$ cat src/rtl/uart_pkg.sv
// Shared UART receive definitions: FSM states, sample points, character width
// and the majority vote used by the input filter.
package uart_pkg;

  localparam int         CHAR_W   = 8;
  localparam logic [3:0] SAMP_MID = 4'd7;
  localparam logic [3:0] SAMP_BIT = 4'd15;

  typedef enum logic [2:0] {
    RX_IDLE   = 3'd0,
    RX_START  = 3'd1,
    RX_DATA   = 3'd2,
    RX_PARITY = 3'd3,
    RX_STOP   = 3'd4
  } rx_state_e;

  function automatic logic maj3(input logic [2:0] v);
    return (v[0] & v[1]) | (v[1] & v[2]) | (v[0] & v[2]);
  endfunction

endpackage

$ cat src/rtl/uart_rx_filter.sv
// Two-flop synchroniser on the raw rx pad followed by a 3-tap majority filter
// clocked by the 16x baud enable.
module uart_rx_filter
  import uart_pkg::*;
(
  input  logic clk,
  input  logic reset_n,
  input  logic baud_clock,
  input  logic rx,
  output logic rx_filt
);

  logic       sync1_q, sync1_d;
  logic       sync2_q, sync2_d;
  logic [2:0] taps_q, taps_d;
  logic       rx_filt_q, rx_filt_d;

  // next-state for synchroniser, filter taps and the registered vote
  always_comb begin
    sync1_d = rx;
    sync2_d = sync1_q;
    if (baud_clock) begin
      taps_d = {taps_q[1:0], sync2_q};
    end else begin
      taps_d = taps_q;
    end
    rx_filt_d = maj3(taps_d);
  end

  // state registers; everything idles at the line's high level
  always_ff @(posedge clk or negedge reset_n) begin
    if (!reset_n) begin
      sync1_q   <= 1'b1;
      sync2_q   <= 1'b1;
      taps_q    <= 3'b111;
      rx_filt_q <= 1'b1;
    end else begin
      sync1_q   <= sync1_d;
      sync2_q   <= sync2_d;
      taps_q    <= taps_d;
      rx_filt_q <= rx_filt_d;
    end
  end

  assign rx_filt = rx_filt_q;

endmodule

$ cat src/rtl/uart_rx_sampler.sv
// UART receiver: start-bit validation, mid-bit sampling, parity and stop-bit
// checking, and the consumer-facing byte/status registers.
module uart_rx_sampler
  import uart_pkg::*;
#(
  parameter bit RX_LEGACY_MODE = 1'b0
) (
  input  logic       clk,
  input  logic       reset_n,
  input  logic       baud_clock,
  input  logic       rx,
  input  logic       bit8,
  input  logic       parity_en,
  input  logic       odd_n_even,
  input  logic       read_rx_byte,
  output logic [7:0] rx_byte,
  output logic       rx_data_ready,
  output logic       parity_err,
  output logic       overflow,
  output logic       framing_err
);

  rx_state_e         state_q, state_d;
  logic [3:0]        samp_cntr_q, samp_cntr_d;
  logic [2:0]        bit_cntr_q, bit_cntr_d;
  logic [CHAR_W-1:0] shift_q, shift_d;
  logic              armed_q, armed_d;
  logic              par_bad_q, par_bad_d;
  logic [CHAR_W-1:0] rx_byte_q, rx_byte_d;
  logic              ready_q, ready_d;
  logic              parity_err_q, parity_err_d;
  logic              overflow_q, overflow_d;
  logic              framing_err_q, framing_err_d;

  logic              rx_filt_s;
  logic              samp_bit_s;
  logic [2:0]        last_bit_s;
  logic [CHAR_W-1:0] data_bits_s;
  logic              stop_ok_s;
  logic              start_entry_s;

  uart_rx_filter u_filter (
    .clk        (clk),
    .reset_n    (reset_n),
    .baud_clock (baud_clock),
    .rx         (rx),
    .rx_filt    (rx_filt_s)
  );

  // 7-bit characters sit in shift_q[7:1] because bits are shifted in MSB-down
  assign samp_bit_s  = baud_clock && (samp_cntr_q == SAMP_BIT);
  assign last_bit_s  = bit8 ? 3'd7 : 3'd6;
  assign data_bits_s = bit8 ? shift_q : {1'b0, shift_q[7:1]};

  // frame FSM: next state, sample counters and shift register
  always_comb begin
    state_d       = state_q;
    bit_cntr_d    = bit_cntr_q;
    shift_d       = shift_q;
    armed_d       = armed_q;
    par_bad_d     = par_bad_q;
    framing_err_d = 1'b0;
    stop_ok_s     = 1'b0;
    start_entry_s = 1'b0;
    if (baud_clock) begin
      samp_cntr_d = samp_cntr_q + 4'd1;
    end else begin
      samp_cntr_d = samp_cntr_q;
    end

    case (state_q)
      RX_IDLE: begin
        samp_cntr_d = 4'd0;
        if (rx_filt_s) begin
          armed_d = 1'b1;
        end else begin
          armed_d = armed_q;
        end
        if (baud_clock && armed_q && !rx_filt_s) begin
          state_d       = RX_START;
          bit_cntr_d    = 3'd0;
          shift_d       = '0;
          par_bad_d     = 1'b0;
          start_entry_s = 1'b1;
        end else begin
          state_d = RX_IDLE;
        end
      end
      RX_START: begin
        if (baud_clock && (samp_cntr_q == SAMP_MID)) begin
          samp_cntr_d = 4'd0;
          if (!rx_filt_s) begin
            state_d = RX_DATA;
          end else begin
            state_d = RX_IDLE;
          end
        end else begin
          state_d = RX_START;
        end
      end
      RX_DATA: begin
        if (samp_bit_s) begin
          shift_d = {rx_filt_s, shift_q[CHAR_W-1:1]};
          // >= keeps the FSM moving if bit8 drops mid-frame past bit 6
          if (bit_cntr_q >= last_bit_s) begin
            bit_cntr_d = 3'd0;
            state_d    = parity_en ? RX_PARITY : RX_STOP;
          end else begin
            bit_cntr_d = bit_cntr_q + 3'd1;
          end
        end else begin
          state_d = RX_DATA;
        end
      end
      RX_PARITY: begin
        if (samp_bit_s) begin
          par_bad_d = ((^data_bits_s) ^ rx_filt_s) != odd_n_even;
          state_d   = RX_STOP;
        end else begin
          state_d = RX_PARITY;
        end
      end
      RX_STOP: begin
        if (samp_bit_s) begin
          state_d = RX_IDLE;
          if (rx_filt_s) begin
            stop_ok_s = 1'b1;
          end else begin
            framing_err_d = 1'b1;
            armed_d       = 1'b0;
          end
        end else begin
          state_d = RX_STOP;
        end
      end
      default: begin
        state_d     = RX_IDLE;
        samp_cntr_d = 4'd0;
        bit_cntr_d  = 3'd0;
      end
    endcase
  end

  // consumer-facing byte and status flags
  always_comb begin
    rx_byte_d    = rx_byte_q;
    ready_d      = ready_q;
    overflow_d   = overflow_q;
    parity_err_d = parity_err_q;
    if (stop_ok_s) begin
      rx_byte_d  = data_bits_s;
      ready_d    = 1'b1;
      overflow_d = ready_q && !read_rx_byte;
      if (RX_LEGACY_MODE && !read_rx_byte) begin
        parity_err_d = parity_err_q | par_bad_q;
      end else begin
        parity_err_d = par_bad_q;
      end
    end else begin
      if (read_rx_byte) begin
        ready_d    = 1'b0;
        overflow_d = 1'b0;
      end else begin
        ready_d    = ready_q;
        overflow_d = overflow_q;
      end
      if ((read_rx_byte && RX_LEGACY_MODE) || (start_entry_s && !RX_LEGACY_MODE)) begin
        parity_err_d = 1'b0;
      end else begin
        parity_err_d = parity_err_q;
      end
    end
  end

  // all state registers
  always_ff @(posedge clk or negedge reset_n) begin
    if (!reset_n) begin
      state_q       <= RX_IDLE;
      samp_cntr_q   <= 4'd0;
      bit_cntr_q    <= 3'd0;
      shift_q       <= '0;
      armed_q       <= 1'b0;
      par_bad_q     <= 1'b0;
      rx_byte_q     <= '0;
      ready_q       <= 1'b0;
      parity_err_q  <= 1'b0;
      overflow_q    <= 1'b0;
      framing_err_q <= 1'b0;
    end else begin
      state_q       <= state_d;
      samp_cntr_q   <= samp_cntr_d;
      bit_cntr_q    <= bit_cntr_d;
      shift_q       <= shift_d;
      armed_q       <= armed_d;
      par_bad_q     <= par_bad_d;
      rx_byte_q     <= rx_byte_d;
      ready_q       <= ready_d;
      parity_err_q  <= parity_err_d;
      overflow_q    <= overflow_d;
      framing_err_q <= framing_err_d;
    end
  end

  assign rx_byte       = rx_byte_q;
  assign rx_data_ready = ready_q;
  assign parity_err    = parity_err_q;
  assign overflow      = overflow_q;
  assign framing_err   = framing_err_q;

endmodule

$ cat config.mk
export PLATFORM = sky130hd
export DESIGN_NAME = uart_rx_sampler
export DESIGN_NICKNAME = d
export VERILOG_FILES = /design/src/rtl/uart_pkg.sv /design/src/rtl/uart_rx_filter.sv /design/src/rtl/uart_rx_sampler.sv
export SDC_FILE = /design/constraint.sdc
export NUM_CORES = 1
export LEC_CHECK = 0
export ABC_AREA = 0
export CAP_MARGIN = 20
export CORE_ASPECT_RATIO = 2
export CORE_UTILIZATION = 45
export CTS_BUF_LIST = sky130_fd_sc_hd__clkbuf_2
export DETAILED_ROUTE_END_ITERATION = 7
export PLACE_DENSITY_LB_ADDON = 0.05
export SKIP_CTS_REPAIR_TIMING = 1
export SLEW_MARGIN = 20
export SYNTH_ARGS = -nofsm -noshare
export SYNTH_HDL_FRONTEND = slang
export SYNTH_HIERARCHICAL = 1
export SYNTH_SLANG_ARGS = --single-unit
$ cat constraint.sdc
create_clock -name clk -period 1.8 [get_ports clk]
set_input_delay 0.18 -clock clk [delete_from_list [all_inputs] [get_ports clk]]
set_output_delay 0.18 -clock clk [all_outputs]
set_load 0.005 [all_outputs]
Word level (Yosys, flattened, before mapping)
Index checks and enable logic that the tools add are counted.
{"block": "word_totals", "ff_bits": 38, "input_bits": 8, "out_inout_bits": 12}
{"block": "op_classes", "n_eq_ne": 14, "muxes": 42, "add_sub_neg": 2, "n_bitwise": 7, "n_reduce_logical": 20, "order_cmp": 1}
{"operator": "$mux W3", "n": 10}
{"operator": "$mux W8", "n": 3}
{"operator": "$mux W1", "n": 20}
{"operator": "$pmux W8 S2", "n": 1}
{"operator": "$pmux W3 S5", "n": 1}
{"operator": "$ne A2 B2 Y1 const B", "n": 5}
{"operator": "$reduce_bool A2 Y1", "n": 5}
{"operator": "$pmux W3 S3", "n": 1}
{"operator": "$reduce_and A3 Y1", "n": 3}
{"operator": "$mux W4", "n": 2}
{"operator": "$pmux W4 S2", "n": 1}
{"operator": "$reduce_xor A8 Y1", "n": 1}
{"operator": "$eq A3 B2 Y1 const B", "n": 2}
{"operator": "$reduce_or A3 Y1", "n": 2}
{"operator": "$logic_and A1 B1 Y1", "n": 5}
{"operator": "$add A4 B1 Y4 const B", "n": 1}
{"operator": "$eq A4 B3 Y1 const B", "n": 1}
{"operator": "$eq A4 B4 Y1 const B", "n": 1}
{"operator": "$pmux W1 S2", "n": 2}
{"operator": "$reduce_and A4 Y1", "n": 1}
{"operator": "$add A3 B1 Y3 const B", "n": 1}
{"operator": "$and A1 B1 Y1", "n": 3}
{"operator": "$eq A3 B1 Y1 const B", "n": 1}
{"operator": "$eq A3 B3 Y1 const B", "n": 1}
{"operator": "other kinds (10)", "n": 12}

Longest topological paths before layout
{"block": "depth", "word_depth": 6, "depth_mapped": 7, "depth_no_buf": 6}

Cells and area by module
The synthesis kept the hierarchy.
{"mod": "uart_rx_sampler", "cells_each": 178, "instances": 1, "area_each_um2": 1739.2}
{"mod": "uart_rx_filter", "cells_each": 11, "instances": 1, "area_each_um2": 217.7}

Worst setup path before layout
OpenSTA, ideal clock, no wires.
{"block": "synth_path", "kind": "reg2reg", "from": "register samp_cntr_q[0]", "to": "register overflow_q (netlist: overflow)", "t_arrival_ps": 1414, "stages_incl_launch_ff": 8, "required_ps": 1682, "period_less_slack_ps": 1532, "slack_ps": 268, "path_cell_list": "dfrtp_1 -> ha_1 -> and4_1 -> buf_4 -> nand4_1 -> buf_4 -> mux2i_1 -> nor2_1"}
{"block": "synth_between", "elab_chain_len": 5, "elab_cells_between_ends": 6, "cone_classes": "eq/ne: 1; mux: 3; reduce/logical: 2"}
{"element": "start, declared", "line_no": "uart_rx_sampler.sv:24", "text": "logic [3:0] samp_cntr_q, samp_cntr_d;"}
{"element": "start signal, assigned", "line_no": "uart_rx_sampler.sv:191", "text": "samp_cntr_q <= samp_cntr_d;"}
{"element": "$eq A4 B4 Y1 (*)", "line_no": "uart_rx_sampler.sv:51", "text": "assign samp_bit_s = baud_clock && (samp_cntr_q == SAMP_BIT);"}
{"element": "$logic_and A1 B1 Y1 (*)", "line_no": "uart_rx_sampler.sv:51"}
{"element": "$mux W1 (*)", "line_no": "uart_rx_sampler.sv:124", "text": "if (samp_bit_s) begin"}
{"element": "$mux W1 (*)", "line_no": "uart_rx_sampler.sv:71", "text": "case (state_q)"}
{"element": "$mux W1 or $reduce_bool A2 Y1 (tied branches)"}
{"element": "end signal, assigned", "line_no": "uart_rx_sampler.sv:199", "text": "overflow_q <= overflow_d;"}
{"element": "end, declared", "line_no": "uart_rx_sampler.sv:32", "text": "logic overflow_q, overflow_d;"}
Mark *: on every way between the ends. The rest lies on a longest branch, timed or not.
A chain may end at the register's enable or synchronous reset.

Worst setup path after layout
{"block": "layout_path", "from": "register samp_cntr_q[0]", "to": "register bit_cntr_q[0]"}
{"block": "layout_between", "elab_chain_len": 4}
{"element": "$eq A4 B4 Y1", "line_no": "uart_rx_sampler.sv:51"}
{"element": "$logic_and A1 B1 Y1", "line_no": "uart_rx_sampler.sv:51"}
{"element": "$ne A2 B2 Y1 (no line)"}
{"element": "$reduce_and A3 Y1 (no line)"}
{"element": "end signal, assigned", "line_no": "uart_rx_sampler.sv:192", "text": "bit_cntr_q <= bit_cntr_d;"}
{"element": "end, declared", "line_no": "uart_rx_sampler.sv:25", "text": "logic [2:0] bit_cntr_q, bit_cntr_d;"}
Every way passes these cells.

==> impl_results.md <==
- Maximum vdd ir drop: ~0.69 mV
- Insertion delay to the later sink of the worst-skew pair: 0.39 ns
- Max Cap Viol: 0
- Total vias in the final route: ~1400
- Placeable Area: between 4000 and 5000 um2
- Layout cells sized above 1: 0.1667
- Post-synthesis sequential area ratio: 0.4898
- Largest cells by area after synthesis: dfrtp_1, dfstp_2, nand2_1
- WHS: 0.1834 ns
- Final Power: just under 2 mW
- Final hold viol count: 0
- Drt total wl: 4001 um
- Number of cells produced by synthesis: ~190
- Initial DRC Count: 25
- Wire length per cell: ~15 um
- Critical path required time: around 2.1 ns
- Cell taking the most area after synthesis: dfrtp_1
- All-Layer GR Usage: 0.1901
- CTS Sinks: 38
- Fmax: roughly 600 MHz
- CP startpoint kind: flip-flop
- H-tree depth: 2
- Initial antenna violation count: 0
- Critical path class: reg -> reg
- Worst path arrival time: a little under 2 ns
- Pre-CTS worst setup slack: 0.005838 ns
- Hold path depth: 1
- Slew Limit Fails: 0
- PortBufs: 19
- Synth Cell Area: between 1500 and 2000 um2
- Initial Util: 0.4739
- Commonest cells post-synth: nand2_1, dfrtp_1, o21ai_0
- Area after DPL: 2216 um2
- Routability cong.: 0.9859
- Worst-path clk slew: 0.20 ns
- Dpl cells: approximately 260
- Die Area: between 4000 and 5000 um2
- Syn Nets: 200
- Clk_skew: approximately 0.012 ns
- Minimum clock period after layout: roughly 1.7 ns
- Multi-input gate area: 904.6 um2
- Diodes inserted: 0
- Die Y: about 95 um
- Final cell count without fillers: between 200 and 300
- Status: finished clean
- Pre-antenna DRT Iters: 4
- Vias/cell: ~5.4
- Die W: just under 50 um
- R2R depth: 6
- Peak fanout along the critical path: 6
- Synth cell types: 44
- Io pins: 20
- Pwr dens: 857.7 nW/um2
- First-pass GRT wire length: 6596 um
- Final setup vio count: 0
- Unrepaired setup endpoints after global routing: false
- YS warnings: 6
- Synthesized area per cell: between 10 and 15 um2
- CTS buffer count: 5
- Fill cells: approximately 370
- Slew HR: 0.6798
- Hpwl dp: 3012 um
- Detail Route Antenna Nets: 0
- TNS Setup: 0 ns
- Leading cell type by number of instances after synthesis: nand2_1
- Leak: ~1.0 nW
- Total gr overflow: 0
- CTS max path bufs: 2
- Worst-margin pin slew: ~0.48 ns
- Final setup margin: 0.1209 ns
- Synth Register Bits: 38
- Root Buffer Master: clkbuf_2
- Async SR Flop Fraction: 1.000
- Vias in the first global route: around 1500
- Finished Cell Area: 2291 um2
- Final #Nets: about 230
- Post-synth top area share: 0.4092
- Core Util, Final: 0.5548
- Largest net degree at the start of global routing: 39
- Tcrit/Tclk final: 0.9329
- Synth-to-Final Area Change: 17.07%
- CTS tree: yes
- Post-detailed-route DRC marker count: 0
- Number of cell rows: 33
- Main flop type after synthesis: dfrtp_1
- Critical Path End Type: flip-flop
- Post-synth EDFFs: 0
- Seq. cell area: between 900 and 1000 um2
- Worst hold path type: in -> reg
## cells by family (layout without fill, tap and decap cells)
| logic type | after synthesis | in the layout | synth area share |
|---|---|---|---|
| and+or+nand+nor | 66 | 66 | 0.1675 |
| AOI/OAI and AO/OA | 38 | 38 | 0.1247 |
| DFF | 38 | 38 | 0.4898 |
| buffers and inverters | 16 | 43 | 0.04795 |
| muxes | 14 | 14 | 0.07609 |
| xor gates and xnor gates | 13 | 13 | 0.06905 |
| adders and majority gates | 4 | 4 | 0.02494 |
## critical path, cell delays in order (launching register included)
cell,delay [ns]
dfrtp_1,0.45
ha_1,0.24
and4_1,0.26
buf_4,0.18
o221ai_1,0.30
nand2_1,0.08
o21ai_0,0.08
## report_power, final
| part | switching [mW] | internal (mW) | total, mW |
|---|---|---|---|
| Combinational | 0.196 | 0.187 | 0.383 |
| Sequential | 0.121 | 0.943 | 1.06 |
| Clock | 0.287 | 0.231 | 0.518 |
## cells in the final DEF, fill, tap and decap left out, types with 2 or more instances in the layout
cell and n:
o211ai_1 3, xnor2_1 7, mux2i_1 10, clkdlybuf4s50_1 18, buf_4 8, clkbuf_2 5
clkinv_2 2, o21ai_0 20, nor2_1 8, nand4_1 3, inv_1 6, o21ai_1 3
dfstp_2 6, mux2_2 3, nand2_1 37, nor3_1 2, nand3_1 5, ha_1 3
xor2_1 4, dfrtp_1 32, a21oi_1 3
## final cells by class
cell class / instances / share of cell area
Sequential cell: 38 / 0.4184
Clock buffer: 5 / 0.01092
Multi-Input combinational cell: 135 / 0.3949
Tap cell: 52 / 0.02840
Timing Repair Buffer: 29 / 0.1202
Clock inverter: 3 / 0.01748
Inverter: 6 / 0.009831
## final timing paths
kind	startpoint	endpoint	slack [ns]
worst max register to register	samp_cntr_q[0]$_DFF_PN0_	bit_cntr_q[0]$_DFFE_PN0P_	0.12
min in group asynchronous	reset_n	framing_err$_DFF_PN0_	0.33
max in group asynchronous	reset_n	u_filter/sync1_q$_DFF_PN1_	1.10
worst min register to register	u_filter/sync1_q$_DFF_PN1_	u_filter/sync2_q$_DFF_PN1_	0.37
worst min-delay path	rx	u_filter/sync1_q$_DFF_PN1_	0.18
worst max-delay path	samp_cntr_q[0]$_DFF_PN0_	bit_cntr_q[0]$_DFFE_PN0P_	0.12
## state kept, by name (all words and copies together), names as in the netlist, 3 cells and up
name             flops
bit_cntr_q           3
rx_byte              8
samp_cntr_q          4
shift_q              8
state_q              3
u_filter/taps_q      3
## per-layer routing
layer  track usage  vias up  share of wire
li1              -      703              -
met1        0.1595      698           0.36
met2        0.3924       26           0.58
met3       0.02871       11          0.020
met4        0.1225        0          0.038
met5             0        -              0
(Power assumes the default switching activity.)
